==> src/rtl/biss_ma_sequencer_pkg.sv <==
// Shared definitions for the BiSS-C MA frame sequencer: FSM state encoding,
// completion error codes and the default ACK/start search window.
package biss_ma_sequencer_pkg;

  typedef enum logic [2:0] {
    ST_IDLE  = 3'd0,
    ST_ACK   = 3'd1,
    ST_START = 3'd2,
    ST_CDS   = 3'd3,
    ST_DATA  = 3'd4,
    ST_STOP  = 3'd5,
    ST_TMO   = 3'd6,
    ST_DONE  = 3'd7
  } biss_state_e;

  localparam logic [1:0] ERR_OK    = 2'd0;
  localparam logic [1:0] ERR_NOACK = 2'd1;
  localparam logic [1:0] ERR_TMO   = 2'd2;

  localparam int unsigned MAX_ACK_CYC_DEF = 16;

endpackage

==> src/rtl/biss_ma_tick.sv <==
// MA half-period timer: toggles the MA level every hp clocks and flags the
// last clock of each high half as the SLO sample point.
module biss_ma_tick #(
  parameter int DIV_W = 16
) (
  input  logic             clk_i,
  input  logic             rst_ni,
  input  logic             launch_i,
  input  logic             halt_i,
  input  logic [DIV_W-1:0] hp_i,
  output logic             ma_o,
  output logic             strobe_o
);

  logic [DIV_W-1:0] cnt_r;
  logic             ma_r;
  logic             run_r;

  assign ma_o     = ma_r;
  assign strobe_o = run_r & ma_r & (cnt_r == hp_i);

  // Half-period counter 1..hp; launch starts with the low half, halt parks MA high.
  always_ff @(posedge clk_i or negedge rst_ni) begin
    if (!rst_ni) begin
      cnt_r <= '0;
      ma_r  <= 1'b1;
      run_r <= 1'b0;
    end else if (launch_i) begin
      cnt_r <= DIV_W'(1);
      ma_r  <= 1'b0;
      run_r <= 1'b1;
    end else if (halt_i) begin
      cnt_r <= '0;
      ma_r  <= 1'b1;
      run_r <= 1'b0;
    end else if (run_r) begin
      if (cnt_r == hp_i) begin
        cnt_r <= DIV_W'(1);
        ma_r  <= ~ma_r;
      end else begin
        cnt_r <= cnt_r + DIV_W'(1);
      end
    end else begin
      cnt_r <= cnt_r;
      ma_r  <= 1'b1;
    end
  end

endmodule

==> src/rtl/biss_ma_sequencer.sv <==
// BiSS-C master frame sequencer: drives one gated MA burst per start request,
// decodes ACK/start/CDS on SLO, shifts in the data field and supervises timeout.
module biss_ma_sequencer
  import biss_ma_sequencer_pkg::*;
#(
  parameter int DATA_W      = 32,
  parameter int DIV_W       = 16,
  parameter int TO_W        = 20,
  parameter int MAX_ACK_CYC = MAX_ACK_CYC_DEF
) (
  input  logic              clk_i,
  input  logic              rst_ni,
  input  logic              start_i,
  input  logic [DIV_W-1:0]  half_period_i,
  input  logic [5:0]        frame_bits_i,
  input  logic [TO_W-1:0]   timeout_i,
  input  logic              slo_i,
  output logic              ma_o,
  output logic              busy_o,
  output logic              done_o,
  output logic [DATA_W-1:0] data_o,
  output logic              cds_o,
  output logic [1:0]        err_o
);

  localparam int NB_W = ($clog2(DATA_W + 1) > 6) ? $clog2(DATA_W + 1) : 6;
  localparam int AC_W = $clog2(MAX_ACK_CYC + 2);
  localparam logic [AC_W-1:0] MAX_ACK_V = AC_W'(MAX_ACK_CYC);

  biss_state_e       state_r;
  logic [DIV_W-1:0]  hp_r, hp_clamp_s;
  logic [NB_W-1:0]   nbits_r, nbits_clamp_s, fb_ext_s, bit_cnt_r, bit_next_s;
  logic [AC_W-1:0]   ack_cnt_r, ack_next_s;
  logic [TO_W-1:0]   tmo_cnt_r, tmo_next_s;
  logic              slo_meta_r, slo_sync_r;
  logic [DATA_W-1:0] data_r;
  logic              cds_r, busy_r, done_r, noack_r;
  logic [1:0]        err_r;
  logic              launch_s, halt_s, burst_s, stop_now_s, noack_now_s;
  logic              strobe_s, ma_s;

  biss_ma_tick #(.DIV_W(DIV_W)) u_tick (
    .clk_i    (clk_i),
    .rst_ni   (rst_ni),
    .launch_i (launch_s),
    .halt_i   (halt_s),
    .hp_i     (hp_r),
    .ma_o     (ma_s),
    .strobe_o (strobe_s)
  );

  assign ma_o   = ma_s;
  assign busy_o = busy_r;
  assign done_o = done_r;
  assign data_o = data_r;
  assign cds_o  = cds_r;
  assign err_o  = err_r;

  // Frame configuration as it will be latched on start acceptance.
  always_comb begin
    fb_ext_s = NB_W'(frame_bits_i);
    if (half_period_i < DIV_W'(2)) begin
      hp_clamp_s = DIV_W'(2);
    end else begin
      hp_clamp_s = half_period_i;
    end
    if (fb_ext_s == NB_W'(0)) begin
      nbits_clamp_s = NB_W'(1);
    end else if (fb_ext_s > NB_W'(DATA_W)) begin
      nbits_clamp_s = NB_W'(DATA_W);
    end else begin
      nbits_clamp_s = fb_ext_s;
    end
  end

  // Burst-end decisions taken on a sample strobe; a stop parks MA high at the
  // end of the current high half instead of starting another low half.
  always_comb begin
    ack_next_s  = ack_cnt_r + AC_W'(1);
    bit_next_s  = bit_cnt_r + NB_W'(1);
    tmo_next_s  = tmo_cnt_r + TO_W'(1);
    launch_s    = (state_r == ST_IDLE) & start_i;
    burst_s     = (state_r == ST_ACK) | (state_r == ST_START) |
                  (state_r == ST_CDS) | (state_r == ST_DATA);
    noack_now_s = 1'b0;
    case (state_r)
      ST_ACK: begin
        if (strobe_s && slo_sync_r && (ack_next_s >= MAX_ACK_V)) begin
          noack_now_s = 1'b1;
        end else begin
          noack_now_s = 1'b0;
        end
      end
      ST_START: begin
        if (strobe_s && !slo_sync_r && (ack_next_s > MAX_ACK_V)) begin
          noack_now_s = 1'b1;
        end else begin
          noack_now_s = 1'b0;
        end
      end
      default: noack_now_s = 1'b0;
    endcase
    if ((state_r == ST_DATA) && strobe_s && (bit_next_s == nbits_r)) begin
      stop_now_s = 1'b1;
    end else begin
      stop_now_s = noack_now_s;
    end
    halt_s = stop_now_s | ~burst_s;
  end

  // Two-stage synchronizer for the asynchronous SLO line.
  always_ff @(posedge clk_i or negedge rst_ni) begin
    if (!rst_ni) begin
      slo_meta_r <= 1'b1;
      slo_sync_r <= 1'b1;
    end else begin
      slo_meta_r <= slo_i;
      slo_sync_r <= slo_meta_r;
    end
  end

  // Frame FSM with registered status outputs.
  always_ff @(posedge clk_i or negedge rst_ni) begin
    if (!rst_ni) begin
      state_r   <= ST_IDLE;
      hp_r      <= '0;
      nbits_r   <= '0;
      bit_cnt_r <= '0;
      ack_cnt_r <= '0;
      tmo_cnt_r <= '0;
      data_r    <= '0;
      cds_r     <= 1'b0;
      busy_r    <= 1'b0;
      done_r    <= 1'b0;
      noack_r   <= 1'b0;
      err_r     <= ERR_OK;
    end else begin
      case (state_r)
        ST_IDLE: begin
          done_r <= 1'b0;
          if (start_i) begin
            state_r   <= ST_ACK;
            busy_r    <= 1'b1;
            data_r    <= '0;
            cds_r     <= 1'b0;
            hp_r      <= hp_clamp_s;
            nbits_r   <= nbits_clamp_s;
            bit_cnt_r <= '0;
            ack_cnt_r <= '0;
            tmo_cnt_r <= '0;
            noack_r   <= 1'b0;
          end else begin
            state_r <= ST_IDLE;
          end
        end
        ST_ACK: begin
          if (strobe_s) begin
            ack_cnt_r <= ack_next_s;
            if (!slo_sync_r) begin
              state_r <= ST_START;
            end else if (noack_now_s) begin
              noack_r <= 1'b1;
              state_r <= ST_STOP;
            end else begin
              state_r <= ST_ACK;
            end
          end else begin
            state_r <= ST_ACK;
          end
        end
        ST_START: begin
          if (strobe_s) begin
            ack_cnt_r <= ack_next_s;
            if (slo_sync_r) begin
              state_r <= ST_CDS;
            end else if (noack_now_s) begin
              noack_r <= 1'b1;
              state_r <= ST_STOP;
            end else begin
              state_r <= ST_START;
            end
          end else begin
            state_r <= ST_START;
          end
        end
        ST_CDS: begin
          if (strobe_s) begin
            cds_r   <= slo_sync_r;
            state_r <= ST_DATA;
          end else begin
            state_r <= ST_CDS;
          end
        end
        ST_DATA: begin
          if (strobe_s) begin
            data_r    <= {data_r[DATA_W-2:0], slo_sync_r};
            bit_cnt_r <= bit_next_s;
            if (stop_now_s) begin
              state_r <= ST_STOP;
            end else begin
              state_r <= ST_DATA;
            end
          end else begin
            state_r <= ST_DATA;
          end
        end
        ST_STOP: begin
          if (noack_r) begin
            state_r <= ST_DONE;
            done_r  <= 1'b1;
            busy_r  <= 1'b0;
            err_r   <= ERR_NOACK;
          end else begin
            state_r   <= ST_TMO;
            tmo_cnt_r <= '0;
          end
        end
        ST_TMO: begin
          if (slo_sync_r) begin
            state_r <= ST_DONE;
            done_r  <= 1'b1;
            busy_r  <= 1'b0;
            err_r   <= ERR_OK;
          end else if ((timeout_i != '0) && (tmo_next_s == timeout_i)) begin
            state_r <= ST_DONE;
            done_r  <= 1'b1;
            busy_r  <= 1'b0;
            err_r   <= ERR_TMO;
          end else begin
            tmo_cnt_r <= tmo_next_s;
          end
        end
        ST_DONE: begin
          done_r  <= 1'b0;
          state_r <= ST_IDLE;
        end
        default: begin
          state_r <= ST_IDLE;
          busy_r  <= 1'b0;
          done_r  <= 1'b0;
        end
      endcase
    end
  end

endmodule
==> config.mk <==
export PLATFORM = sky130hd
export DESIGN_NAME = biss_ma_sequencer
export DESIGN_NICKNAME = d
export VERILOG_FILES = /design/src/rtl/biss_ma_sequencer_pkg.sv /design/src/rtl/biss_ma_tick.sv /design/src/rtl/biss_ma_sequencer.sv
export SDC_FILE = /design/constraint.sdc
export NUM_CORES = 1
export LEC_CHECK = 0
export CAP_MARGIN = 20
export CORE_UTILIZATION = 35
export DETAILED_ROUTE_END_ITERATION = 8
export PLACE_DENSITY = 0.63
export SLEW_MARGIN = 20
export SYNTH_ARGS = -nofsm -noshare
export SYNTH_HDL_FRONTEND = slang
export SYNTH_SLANG_ARGS = --single-unit
==> constraint.sdc <==
create_clock -name clk_i -period 3.85 [get_ports clk_i]
set_input_delay 0.77 -clock clk_i [delete_from_list [all_inputs] [get_ports clk_i]]
set_output_delay 0.77 -clock clk_i [all_outputs]
set_load 0.01 [all_outputs]
* Word level (Yosys, flattened, before mapping)
Index checks and enable logic that the tools add are counted.
** Word-level totals
- Register bits :: 114
- Bits of input ports :: 46
- Output and inout port bits :: 38
- Logic and storage cells :: 156
** Cells by class
- $add $sub $neg :: 4
- Order comparisons :: 4
- Equality and inequality tests :: 24
- Mux-type cells :: 67
- Bitwise gates (word level) :: 9
- Reductions and logical operators :: 31
** Operator list (number)
- $mux W16 :: 5
- $mux W20 :: 4
- $mux W32 :: 2
- $pmux W32 S2 :: 1
- $pmux W20 S3 :: 1
- $mux W3 :: 10
- $mux W1 :: 26
- $mux W6 :: 4
- $pmux W3 S8 :: 1
- $ne A2 B2 Y1 const B :: 11
- $add A20 B1 Y20 const B :: 1
- $eq A20 B20 Y1 :: 1
- $reduce_bool A20 Y1 :: 1
- $add A16 B1 Y16 const B :: 1
- $eq A16 B16 Y1 :: 1
- $lt A16 B2 Y1 const B :: 1
- $reduce_and A3 Y1 :: 5
- $eq A3 B3 Y1 const B :: 4
- $pmux W6 S2 :: 1
- $reduce_bool A3 Y1 :: 4
- $mux W5 :: 2
- $pmux W5 S2 :: 1
- $reduce_bool A2 Y1 :: 5
- $pmux W1 S3 :: 3
- other kinds (26) :: 43

* Logic depth before layout (Yosys ltp)
- Depth after elaboration :: 10
- Depth in mapped cells :: 12
- Gate-level depth less buffers :: 9

* Hierarchy
A second synthesis with hierarchy kept.
** Second synthesis, totals
- Cell total of the unflattened synthesis :: 670
- Area total of the unflattened synthesis :: 6286.0 um^2
** Modules (own cells, without submodules)
- biss_ma_sequencer :: instances 1, cells each 541, area an instance 5124.9 um^2, seq. area each 2404.8 um^2
- biss_ma_tick :: instances 1, cells each 129, area an instance 1161.1 um^2, seq. area each 451.7 um^2

* Worst setup path before layout
OpenSTA, ideal clock, no wires.
- Path kind :: flip-flop to flip-flop
- Start point :: register tmo_cnt_r[0]
- End point :: register tmo_cnt_r[0]
- Library setup time :: 0.125 ns
- Arrival time :: 2.772 ns
- Required time :: 3.725 ns
- Setup slack :: 0.953 ns
- Cell stages (with the launch flop) :: 11
- Path buffers :: 1
- Period minus slack after synthesis :: 2.897 ns
- Cell sequence :: dfrtp_1 > ha_1 > and4_1 > clkbuf_2 > nand4_1 > or4_1 > a21oi_1 > o31ai_2 > o31ai_2 > nor2_1 > mux2_2
** On the way
- Cells in the longest elaborated chain, start to end :: 5
- Elaborated cells between the ends (all ways) :: 8
- Those cells by class :: 1 x add/sub; 2 x eq/ne; 3 x mux; 2 x reduce/logical
** RTL lines
- start: declaration :: line biss_ma_sequencer.sv:34 : logic [TO_W-1:0] tmo_cnt_r, tmo_next_s;
- start signal: assignment :: line biss_ma_sequencer.sv:230 : tmo_cnt_r <= tmo_next_s;
- $add A20 B1 Y20 * :: line biss_ma_sequencer.sv:81 : tmo_next_s = tmo_cnt_r + TO_W'(1);
- $eq A20 B20 Y1 :: line biss_ma_sequencer.sv:224 : end else if ((timeout_i != '0) && (tmo_next_s == timeout_i)) begin
- $logic_and A1 B1 Y1 :: line biss_ma_sequencer.sv:224
- $ne A2 B2 Y1 (no line)
- $reduce_and A5 Y1 (no line)
Mark *: on every way between the ends. The rest lies on a longest branch, timed or not. The select of a mux whose other input is x is not followed.
A chain may end at the register's enable or synchronous reset.

* Worst setup path after layout
- Start point :: register tmo_cnt_r[1]
- End point :: register tmo_cnt_r[13]
The elaborated chain is that of the path after synthesis.

==> out/summary.txt <==
Worst Path Required = 4.15 ns
Yosys top cell area share = 0.4254
Worst Hold Class = reg -> reg
Pre-antenna DRT Iters = 7
clock slew at reported path FFs = 0.05 ns
Final Util = 0.4513
async set or reset register ratio after synthesis = 1.000
Synthesized Nets = 822
# diodes = 0
first-pass GRT wire length = 27010 µm
fin. max-slew vios = 0
Tot GR Track Use = 0.1738
dominant cells by area after synthesis = dfrtp_1, nand2_1, xnor2_1
# hold bufs at CTS = 0
Worst Tran Pin Value = 0.7978 ns
clock sink count = 114
setup slack, reg-to-reg = 0.42 ns
# Post-CTS Setup Buffers = 0
Worst-Skew Late Latency = 0.42 ns
Worst Path Class, Setup = reg -> reg
cts repair resizes = 0
Final #Nets = 895
Final Instance Area = 8190 µm²
Critical Path Sink Type = flop
Synth Instances = 772
max-cap violations = 0
R2R Path End = tmo_cnt_r[13]$_DFFE_PN0P_
post-synthesis sequential area ratio = 0.4374
crit path launch = tmo_cnt_r[1]$_DFFE_PN0P_
clock buffer depth = 2
Cell Rows = 49
period utilization = 0.8910
# setup viols final = 0
initial antenna violation count = 0
Worst Clk Skew = 0.009346 ns
vias post-DR = 5653
Pwr Total = 4429 µW
failing checks = design-rule violations
die height = 138.6 µm
Critical Path AT = 3.73 ns
hpwl dp = 11150 µm
relative slew slack = 0.4669
I/O pin count = 84
Via density = 5.201
area of the die = 19210 µm²
fillers = 1805
drt first-iter violations = 261
Yosys Warn Count = 0
leakage = 0.003447 µW
Final Hold Viols = 0
status = finished, violations left
drt drc = 7
Post-synth EDFFs = 0
Power Dens Cells = 540.7 nW/µm²
area grow syn2layout = 25.43%
Critical Path Sink = tmo_cnt_r[13]$_DFFE_PN0P_
initial core utilization = 0.3598
most frequent cell after synthesis = nand2_1
syn_area_per_cell = 8.459 µm²
Max Fclk = 291.5 MHz
Synth Cell Area = 6530 µm²
WL/cell = 14.64 µm
layout cells sized above 1 = 0.07226
grt ovf = 0
CTS root buffer = clkbuf_16
H-tree levels = 4
Synth cell types = 65
Post-synth top cells = nand2_1, dfrtp_1, o21ai_0, nor2_1, xnor2_1
worst r2r src = tmo_cnt_r[1]$_DFFE_PN0P_
cell taking the most area after synthesis = dfrtp_1
CP Launch Type = flop
largest net degree at the start of global routing = 51
worst r2r path cells = 10
min cycle time layout = 3.430 ns
Peak VDD IR = 0.0003455 V
Num CTS Buffers = 17
cell total after placement = 1055
Crit Path Max Fanout = 19
main flop type after synthesis = dfrtp_1
GP Congestion = 0.8977
vias in the first global route = 5383
#FFs+latches synth = 114
count of buffers from port buffering = 83
drt total wl = 15910 µm
Die Wd = 138.6 µm
total core area = 18150 µm²
RSZ-0062 raised after global routing = false
Placed Area = 7620 µm²
Setup TNS = 0 ns
CTS tree = built
antenna-violating nets left = 0
non-filler cells, final = 1087
[registers in the layout (all words and copies together) (netlist names)]
signal        flops
ack_cnt_r         5
bit_cnt_r         6
done_o            1
nbits_r           6
tmo_cnt_r        20
state_r           3
data_o           32
slo_sync_r        1
noack_r           1
hp_r             16
err_o             2
u_tick.ma_o       1
slo_meta_r        1
busy_o            1
cds_o             1
u_tick.run_r      1
u_tick.cnt_r     16
[cells in the final DEF (no fill, tap or decap), types with 4 or more instances in the layout]
master / n
a211o_1: 8
nand3b_1: 5
clkbuf_1: 5
nor4_1: 19
o21ai_0: 58
a21boi_0: 4
and2_1: 7
xnor2_1: 37
and4_1: 4
dfrtp_1: 111
inv_1: 15
and3_1: 22
clkinv_2: 5
nor2_1: 36
a211oi_1: 5
a22o_1: 5
mux2i_1: 11
buf_4: 19
ha_1: 4
o311ai_0: 6
nor2b_1: 7
a22oi_1: 8
a21oi_1: 32
nor3_1: 11
clkdlybuf4s50_1: 82
xor2_1: 15
nand3_1: 35
clkbuf_16: 17
nand2_1: 186
nand4_1: 18
[how the worst min path moves through the flow]
| stage | start | to | slack, ns | depth (start not counted) |
|---|---|---|---|---|
| floorplan | slo_meta_r$_DFF_PN1_ | slo_sync_r$_DFF_PN1_ | 0.35 | 0 |
| global placement | slo_meta_r$_DFF_PN1_ | slo_sync_r$_DFF_PN1_ | 0.35 | 0 |
| detailed placement | slo_meta_r$_DFF_PN1_ | slo_sync_r$_DFF_PN1_ | 0.35 | 0 |
| CTS | slo_meta_r$_DFF_PN1_ | slo_sync_r$_DFF_PN1_ | 0.36 | 0 |
| global route | slo_meta_r$_DFF_PN1_ | slo_sync_r$_DFF_PN1_ | 0.36 | 0 |
| finish | slo_meta_r$_DFF_PN1_ | slo_sync_r$_DFF_PN1_ | 0.35 | 0 |
[cell type report]
class	instances	area [µm²]	area share
clock buffer	25	485.5	0.05927
clock inverter	7	85.08	0.01039
inverter	15	56.30	0.006874
multi-input combinational	595	3437	0.4196
sequential	114	2856	0.3488
tap	229	286.5	0.03498
timing repair buffer	102	983.4	0.1201
[critical path, cell delays in order, from the launching register on]
cell and delay [ns]:
dfrtp_1 0.43, ha_1 0.35, and4_1 0.28, nand4_1 0.15
nor2_1 0.29, mux2i_1 0.13, o31ai_2 0.34, o31a_1 0.72
buf_4 0.26, a21oi_1 0.07, a211o_1 0.28
[power by group]
| group | internal, µW | switching (µW) | total, µW |
|---|---|---|---|
| clock | 996 | 531 | 1530 |
| combinational | 535 | 623 | 1160 |
| sequential | 1440 | 300 | 1740 |
| total | 2970 | 1450 | 4430 |
[logic make-up (layout without fill, tap and decap cells)]
logic type | after synthesis | after routing | synth area share
AND/OR/NAND/NOR | 371 | 371 | 0.2727
AO/OA/AOI/OAI | 155 | 155 | 0.1498
flip-flops | 114 | 114 | 0.4374
buffers and inverters | 63 | 149 | 0.04062
XOR/XNOR | 53 | 53 | 0.07319
multiplexers | 12 | 12 | 0.01859
adder cells (fa/ha/maj) | 4 | 4 | 0.007665
[per-stage QoR]
stage | hold slack, ns | setup WS (ns)
3_3_place_gp | 0.3491 | 0.3779
4_1_cts | 0.3551 | 0.4512
6_report | 0.3533 | 0.4198
5_1_grt | 0.3558 | 0.1930
3_5_place_dp | 0.3476 | 0.3245
2_1_floorplan | 0.3452 | 0.9529
[routing by layer]
layer	global-route usage	routed length [µm]
met3	0.03902	596
met5	0	0
met1	0.2304	7655
met2	0.2787	7406
met4	0.06209	252
No activity file was read; power rests on OpenSTA's default activity.
